File: config.mk
export PLATFORM = sky130hd
export DESIGN_NAME = sfx_tone_gen
export DESIGN_NICKNAME = d
export VERILOG_FILES = /design/src/rtl/sfx_tone_gen.sv
export SDC_FILE = /design/constraint.sdc
export NUM_CORES = 1
export LEC_CHECK = 0
export CAP_MARGIN = 0
export CORE_UTILIZATION = 60
export DETAILED_ROUTE_END_ITERATION = 8
export PLACE_DENSITY = 0.87
export SETUP_SLACK_MARGIN = 0.2
export SLEW_MARGIN = 20
export SYNTH_ARGS = -nofsm -noshare
export SYNTH_HDL_FRONTEND = slang
export SYNTH_SLANG_ARGS = --single-unit
File: constraint.sdc
create_clock -name clk -period 3.71 [get_ports clk]
set_input_delay 0.742 -clock clk [delete_from_list [all_inputs] [get_ports clk]]
set_output_delay 0.742 -clock clk [all_outputs]
set_load 0.1 [all_outputs]
File: src/rtl/sfx_tone_gen.sv
// Sound-effect tone generator: plays a four-note GOOD or BAD sequence by emitting
// the one-cycle at_max step strobe for dac_counter; strobe period sets the pitch.
module sfx_tone_gen #(
  parameter int NOTE_CYCLES = 1_000_000,
  parameter int GAP_CYCLES  = 100_000
) (
  input  logic       clk,
  input  logic       nRst,
  input  logic       good_evt,
  input  logic       bad_evt,
  input  logic       mute,
  output logic       at_max,
  output logic       playing,
  output logic [1:0] sfx_id,
  output logic [1:0] dbg_state
);

  localparam int CW = (NOTE_CYCLES > 1) ? $clog2(NOTE_CYCLES) : 1;
  localparam int GW = (GAP_CYCLES > 1) ? $clog2(GAP_CYCLES) : 1;
  localparam logic [CW-1:0] NOTE_LAST = CW'(NOTE_CYCLES - 1);
  localparam logic [GW-1:0] GAP_LAST  = GW'(GAP_CYCLES - 1);

  localparam logic [1:0] SFX_NONE = 2'b00;
  localparam logic [1:0] SFX_GOOD = 2'b01;
  localparam logic [1:0] SFX_BAD  = 2'b10;

  typedef enum logic [1:0] {
    S_IDLE = 2'd0,
    S_NOTE = 2'd1,
    S_GAP  = 2'd2
  } state_t;

  state_t          state_q;
  logic [1:0]      note_q;
  logic [CW-1:0]   cyc_q;
  logic [GW-1:0]   gap_q;
  logic [7:0]      dcnt_q;
  logic            at_max_q;
  logic            playing_q;
  logic [1:0]      sfx_q;

  function automatic logic [7:0] div_of(input logic [1:0] sfx, input logic [1:0] idx);
    logic [7:0] d;
    if (sfx == SFX_BAD) begin
      case (idx)
        2'd0:    d = 8'd100;
        2'd1:    d = 8'd120;
        2'd2:    d = 8'd150;
        default: d = 8'd200;
      endcase
    end else begin
      case (idx)
        2'd0:    d = 8'd75;
        2'd1:    d = 8'd60;
        2'd2:    d = 8'd50;
        default: d = 8'd38;
      endcase
    end
    return d;
  endfunction

  logic       start_bad;
  logic       start_good;
  logic       trigger;
  logic [1:0] trig_sfx;
  logic [7:0] div_cur;
  logic [7:0] dcnt_d;
  logic       pulse_d;

  // GOOD may only start or restart when BAD is not the active sequence.
  assign start_bad  = bad_evt;
  assign start_good = good_evt && (sfx_q != SFX_BAD);
  assign trigger    = start_bad || start_good;
  assign trig_sfx   = start_bad ? SFX_BAD : SFX_GOOD;

  // dcnt_q holds n mod div during note cycle n; the strobe for the next cycle is
  // decided here so at_max comes straight from a flop.
  assign div_cur = div_of(sfx_q, note_q);
  assign dcnt_d  = (dcnt_q == div_cur - 8'd1) ? 8'd0 : dcnt_q + 8'd1;
  assign pulse_d = (dcnt_d == div_cur - 8'd1) && !mute;

  always_ff @(posedge clk or negedge nRst) begin
    if (!nRst) begin
      state_q   <= S_IDLE;
      note_q    <= 2'd0;
      cyc_q     <= '0;
      gap_q     <= '0;
      dcnt_q    <= 8'd0;
      at_max_q  <= 1'b0;
      playing_q <= 1'b0;
      sfx_q     <= SFX_NONE;
    end else begin
      at_max_q <= 1'b0;
      if (trigger) begin
        // Start or restart at NOTE(0); no table divisor is 1, so cycle 0 never pulses.
        state_q   <= S_NOTE;
        note_q    <= 2'd0;
        cyc_q     <= '0;
        gap_q     <= '0;
        dcnt_q    <= 8'd0;
        playing_q <= 1'b1;
        sfx_q     <= trig_sfx;
      end else begin
        case (state_q)
          S_NOTE: begin
            if (cyc_q == NOTE_LAST) begin
              cyc_q  <= '0;
              dcnt_q <= 8'd0;
              if (note_q == 2'd3) begin
                state_q   <= S_IDLE;
                note_q    <= 2'd0;
                playing_q <= 1'b0;
                sfx_q     <= SFX_NONE;
              end else begin
                state_q <= S_GAP;
                gap_q   <= '0;
              end
            end else begin
              cyc_q    <= cyc_q + CW'(1);
              dcnt_q   <= dcnt_d;
              at_max_q <= pulse_d;
            end
          end
          S_GAP: begin
            if (gap_q == GAP_LAST) begin
              state_q <= S_NOTE;
              note_q  <= note_q + 2'd1;
              gap_q   <= '0;
              cyc_q   <= '0;
              dcnt_q  <= 8'd0;
            end else begin
              gap_q <= gap_q + GW'(1);
            end
          end
          default: begin
            state_q <= S_IDLE;
          end
        endcase
      end
    end
  end

  assign at_max    = at_max_q;
  assign playing   = playing_q;
  assign sfx_id    = sfx_q;
  assign dbg_state = state_q;

  // The strobe can only be high while a note is sounding.
  a_pulse_in_note: assert property (@(posedge clk) disable iff (!nRst)
    at_max_q |-> (state_q == S_NOTE));

endmodule

# Word level (Yosys, flattened, before mapping)
# Cells that the tools add are included.
# W data, S select, Z words.
# word_totals
register_bits,53
wordCells,79
in_bits,5
output_inout_bits,6
# op_classes
reduce_logical,14
add_sub_neg,5
n_eq_ne,15
n_mux,37
# op_table
operator,count
$mux W17,4
$mux W20,3
$mux W8,5
$pmux W20 S2,1
$pmux W17 S2,1
$pmux W8 S3,1
$mux W2,11
$pmux W7 S3,1
$add A20 B1 Y20 const B,1
$eq A20 B20 Y1 const B,1
$add A17 B1 Y17 const B,1
$eq A17 B17 Y1 const B,1
$eq A8 B8 Y1,2
$pmux W8 S2,1
$ne A3 B3 Y1 const B,4
$add A8 B1 Y8 const B,1
$eq A2 B2 Y1 const B,4
$pmux W2 S2,2
$sub A8 B1 Y8 const B,1
$mux W1,7
$reduce_and A3 Y1,2
$reduce_bool A2 Y1,3
$eq A2 B1 Y1 const B,2
$reduce_and A2 Y1,2
other kinds (8),9

# Longest topological paths before layout
# logic_depth
depth_word,11
depth_mapped,14
depth_no_buf,13

# Least setup slack after synthesis
# OpenSTA, ideal clock, no wires.
# synth_path
kind,reg2reg
startpoint,register sfx_q[1] (netlist: sfx_id[1])
endpoint,register dcnt_q[6]
setup_time_ps,82
required_ps,3628
period_less_slack_ps,3266
path_slack_ps,444
stages_incl_launch_ff,9
t_arrival_ps,3184
n_path_buf,0
path_cell_list,dfrtp_1 > nor2b_2 > mux2i_2 > xor2_1 > mux2_2 > o311ai_1 > nand2_1 > or2_2 > a31oi_1
# synth_between
elab_chain_len,8
elab_cells_between_ends,14
classes_between,add/sub (1); eq/ne (4); mux (5); reduce/logical (4)
# synth_lines
element,line,source
from (decl),40,logic [1:0] sfx_q;
from (signal assigned),102,sfx_q <= trig_sfx;
$eq A2 B2 Y1,44,if (sfx == SFX_BAD) begin
$mux W8,44,
$sub A8 B1 Y8,79,assign dcnt_d = (dcnt_q == div_cur - 8'd1) ? 8'd0 : dcnt_q + 8'd1;
$eq A8 B8 Y1,79,
$mux W8,79,
$mux W8,106,if (cyc_q == NOTE_LAST) begin
$pmux W8 S2,104,case (state_q)
$mux W8,94,if (trigger) begin
to (signal assigned),120,dcnt_q <= dcnt_d;
to (decl),37,logic [7:0] dcnt_q;
# Several ways; a longest one is shown, not always the timed one.
# A chain may end at the register's enable or synchronous reset.

# Final worst setup path
# layout_path
startpoint,register note_q[0]
endpoint,register dcnt_q[6]
# layout_between
elab_chain_len,9
elab_cells_between_ends,12
classes_between,add/sub (1); eq/ne (3); mux (7); reduce/logical (1)
# layout_lines
element,line,source
from (decl),34,logic [1:0] note_q;
from (signal assigned),127,note_q <= note_q + 2'd1;
"$eq A2 B2 Y1, or another cell as far along","45, 52",
$pmux W7 S3 or $pmux W8 S3 (tied branches),"52, 45",
$mux W8 (*),44,
$sub A8 B1 Y8 (*),79,
$eq A8 B8 Y1 (*),79,
$mux W8 (*),79,
$mux W8 (*),106,
$pmux W8 S2 (*),104,
$mux W8 (*),94,
# Every way passes the cells marked *; elsewhere a longest branch is shown, timed or not.

==> flow_metrics.py <==
metrics = {
    "floorplanning": {
        "die_area_sq_um": 5885,
        "die_h_um": 76.72,
        "die_w_um": 76.72,
        "start_util_pct": 63.95,
        "core_sq_um": 5238,
        "num_rows": 26,
        "pin_count": 11,
    },
    "critical_path": {
        "crit_path_start": "note_q[0]$_DFFE_PN0P_",
        "cp-end-kind": "flop",
        "r2r-start": "note_q[0]$_DFFE_PN0P_",
        "crit_fanout": 7,
        "crit_type": "reg -> reg",
        "cp.arrival_ns": 3.41,
        "required_ns": 3.95,
        "reg2regPathDepth": 10,
        "worst_setup_path_start_kind": "flop",
    },
    "global_route": {
        "grt_pass1_vias": 2769,
        "antenna_found_initial": 0,
        "overflow": 0,
        "grt_max_degree": 29,
        "grt_first_pass_wirelength_um": 12260,
        "track_usage_pct": 26.00,
    },
    "clocking": {
        "clock-sinks": 53,
        "clk_path_buf_depth": 2,
        "cts-root-buf": "clkbuf_8",
        "clock_latency_ns": 0.31,
        "path_clk_slew_ns": 0.10,
        "h-tree-depth": 2,
        "cts_made_buffers": 5,
        "cts_setup_buffers": 0,
        "cts_tree": "yes",
    },
    "synth": {
        "netlist_instances": 374,
        "synth_cell_types": 58,
        "yosysTopAreaCellShare_pct": 39.60,
        "avgSynthCellArea_sq_um": 8.956,
        "synth.area.top_cells": "dfrtp_1, xor2_1, nor2_1, nand2_1, ha_1",
        "synth_edf_count": 0,
        "ys_warn_count": 0,
        "yosys-top-cells-count": "dfrtp_1, nor2_1, nand2_1",
        "synth_area_sq_um": 3349,
        "syn-num-nets": 391,
        "synth_largest_area_cell": "dfrtp_1",
        "ys_ff_latch": 53,
        "yosysSeqAreaShare_pct": 39.60,
        "synthArstFlopShare_pct": 100.0,
        "synth_ff_type": "dfrtp_1",
        "synth_most_common_cell": "dfrtp_1",
    },
    "detailed_routing": {
        "vias": 2847,
        "route.detailed.drc": 0,
        "first_iter_violations": 241,
        "viasPerCell": 6.230,
        "antenna_left": 0,
        "drt_pre_antenna_iters": 5,
        "routed_wirelength_um": 7237,
        "detail_route.wl_per_cell_um": 15.84,
    },
    "final_layout": {
        "stdcell_count": 457,
        "area_delta_synth_final_pct": 8.143,
        "nets": 403,
        "utilization_pct": 69.16,
        "drive_above_1_share_pct": 7.752,
        "nFillCells": 406,
        "antennaDiodeCount": 0,
    },
    "power": {
        "power_uw": 1541,
        "max-vdd-ir-drop_v": 0.0003045,
        "pwr_density_cell_nw_per_um2": 425.3,
        "total_leakage_power_uw": 0.001604,
    },
    "sta": {
        "finalHoldViolations": 0,
        "max_freq_mhz": 315.7,
        "fin_crit_ns": 3.168,
        "holdWs_ns": 0.4196,
        "max_slew.worst_pin.slew_ns": 0.9738,
        "rsz0062_at_grt": "false",
        "fin_crit_sh_pct": 85.39,
        "maxSlewHeadroom_pct": 34.87,
        "slew_viol_final": 0,
        "tns_ns": 0,
        "finalSetupViolCount": 0,
        "clock_skew_ns": 0.009065,
    },
    "worst_hold_path": {
        "min_path_type": "in -> async",
    },
    "status": {
        "status": "complete, no violations",
    },
    "placement": {
        "place_congestion": 0.8862,
        "portBuffers": 10,
        "dp_cells": 449,
        "post-dp-hpwl_um": 5207,
    },
    "flow_run": {
        "maxCapViolations": 0,
    },
}
==> repair_timing <==
item	in CTS	in global routing
hold buffers	0	0
endpoints found under the setup margin	0	1
resized for setup	0	1
==> power breakdown <==
group	total (uW)	internal, uW	switching (uW)
logic	557	177	380
registers	657	612	44.6
clock network	327	134	192
==> worst paths after layout <==
| check | end | slack, ns |
|---|---|---|
| min | at_max$_DFF_PN0_ | 0.42 |
| min in group clk | playing$_DFFE_PN0P_ | 0.50 |
| min reg2reg | playing$_DFFE_PN0P_ | 0.50 |
| max in group asynchronous | cyc_q[10]$_DFFE_PN0P_ | 2.50 |
| max | dcnt_q[6]$_DFFE_PN0P_ | 0.54 |
| max reg2reg | dcnt_q[6]$_DFFE_PN0P_ | 0.54 |
==> state kept, by name, indices dropped and copies added, names as in the netlist <==
signal	cells
sfx_id	2
dcnt_q	8
playing	1
cyc_q	20
dbg_state	2
at_max	1
gap_q	17
note_q	2
==> routing by layer <==
layer,up-vias,share of wire (%),GRT usage (%)
li1,1351,-,-
met1,1374,43,32.86
met2,103,51,43.93
met3,19,4.7,4.405
met4,0,1.6,10.96
met5,-,0,0
==> worst max-delay path, cell delays in order (launching register included) <==
cell,delay [ns]
dfrtp_1,0.46
inv_1,0.20
ha_1,0.31
o21bai_1,0.13
mux2i_2,0.34
xor2_1,0.28
mux2_2,0.36
o311ai_1,0.32
nand2_1,0.23
or2_2,0.32
a31oi_1,0.15
==> cells by family (layout without fill, tap and decap cells) <==
group           count (synthesis)  in the layout  synth area share [%]
compound gates                 73             73                 14.20
mux                             3              3                 1.046
simple gates                  171            171                 26.97
fa+ha+maj                      12             12                 4.483
flops                          53             53                 39.60
xor+xnor                       42             42                 11.39
buf+inv                        20             33                 2.316
==> final cells by class <==
cell class              instances  area (sq um)  share of cell area [%]
repair buffers                 14         125.1                   3.454
inverters                      11         41.29                   1.140
multi-input cells             301          1952                   53.89
clock buffers                   5         68.82                   1.900
flip-flops and latches         53          1326                   36.61
clock inverters                 3         21.27                  0.5872
well taps                      70         87.58                   2.418
==> cell usage in the layout (no fill, tap or decap), types with 2 or more instances in the layout <==
cell	instances
nand3b_1	3
nor3_1	5
nor3b_1	3
o31ai_1	3
ha_1	12
inv_1	11
nor4_1	2
nand4_1	9
o21ai_0	28
clkdlybuf4s50_1	9
xor2_1	28
nor4b_1	3
and2_1	5
or2_2	3
xnor2_1	13
or3_1	2
a211oi_1	2
nor2_1	42
and3_1	15
nand3_1	22
and4_1	2
a21o_1	3
dfrtp_1	53
a22o_1	3
a31oi_1	3
a21oi_1	11
o41ai_1	2
o211ai_1	2
buf_4	4
clkbuf_8	5
a31o_2	3
nand2b_1	4
nand2_1	41
==> metrics by stage <==
| step | setup WS (ns) | cell area [sq um] |
|---|---|---|
| after floorplan | 0.4443 | 3349 |
| after global placement | 0.6276 | 3526 |
| after detailed placement | 0.5049 | 3526 |
| after CTS | 0.4839 | 3616 |
| final | 0.5420 | 3622 |
| after global routing | 0.2988 | 3622 |
Power figures use the tool's default switching activity.
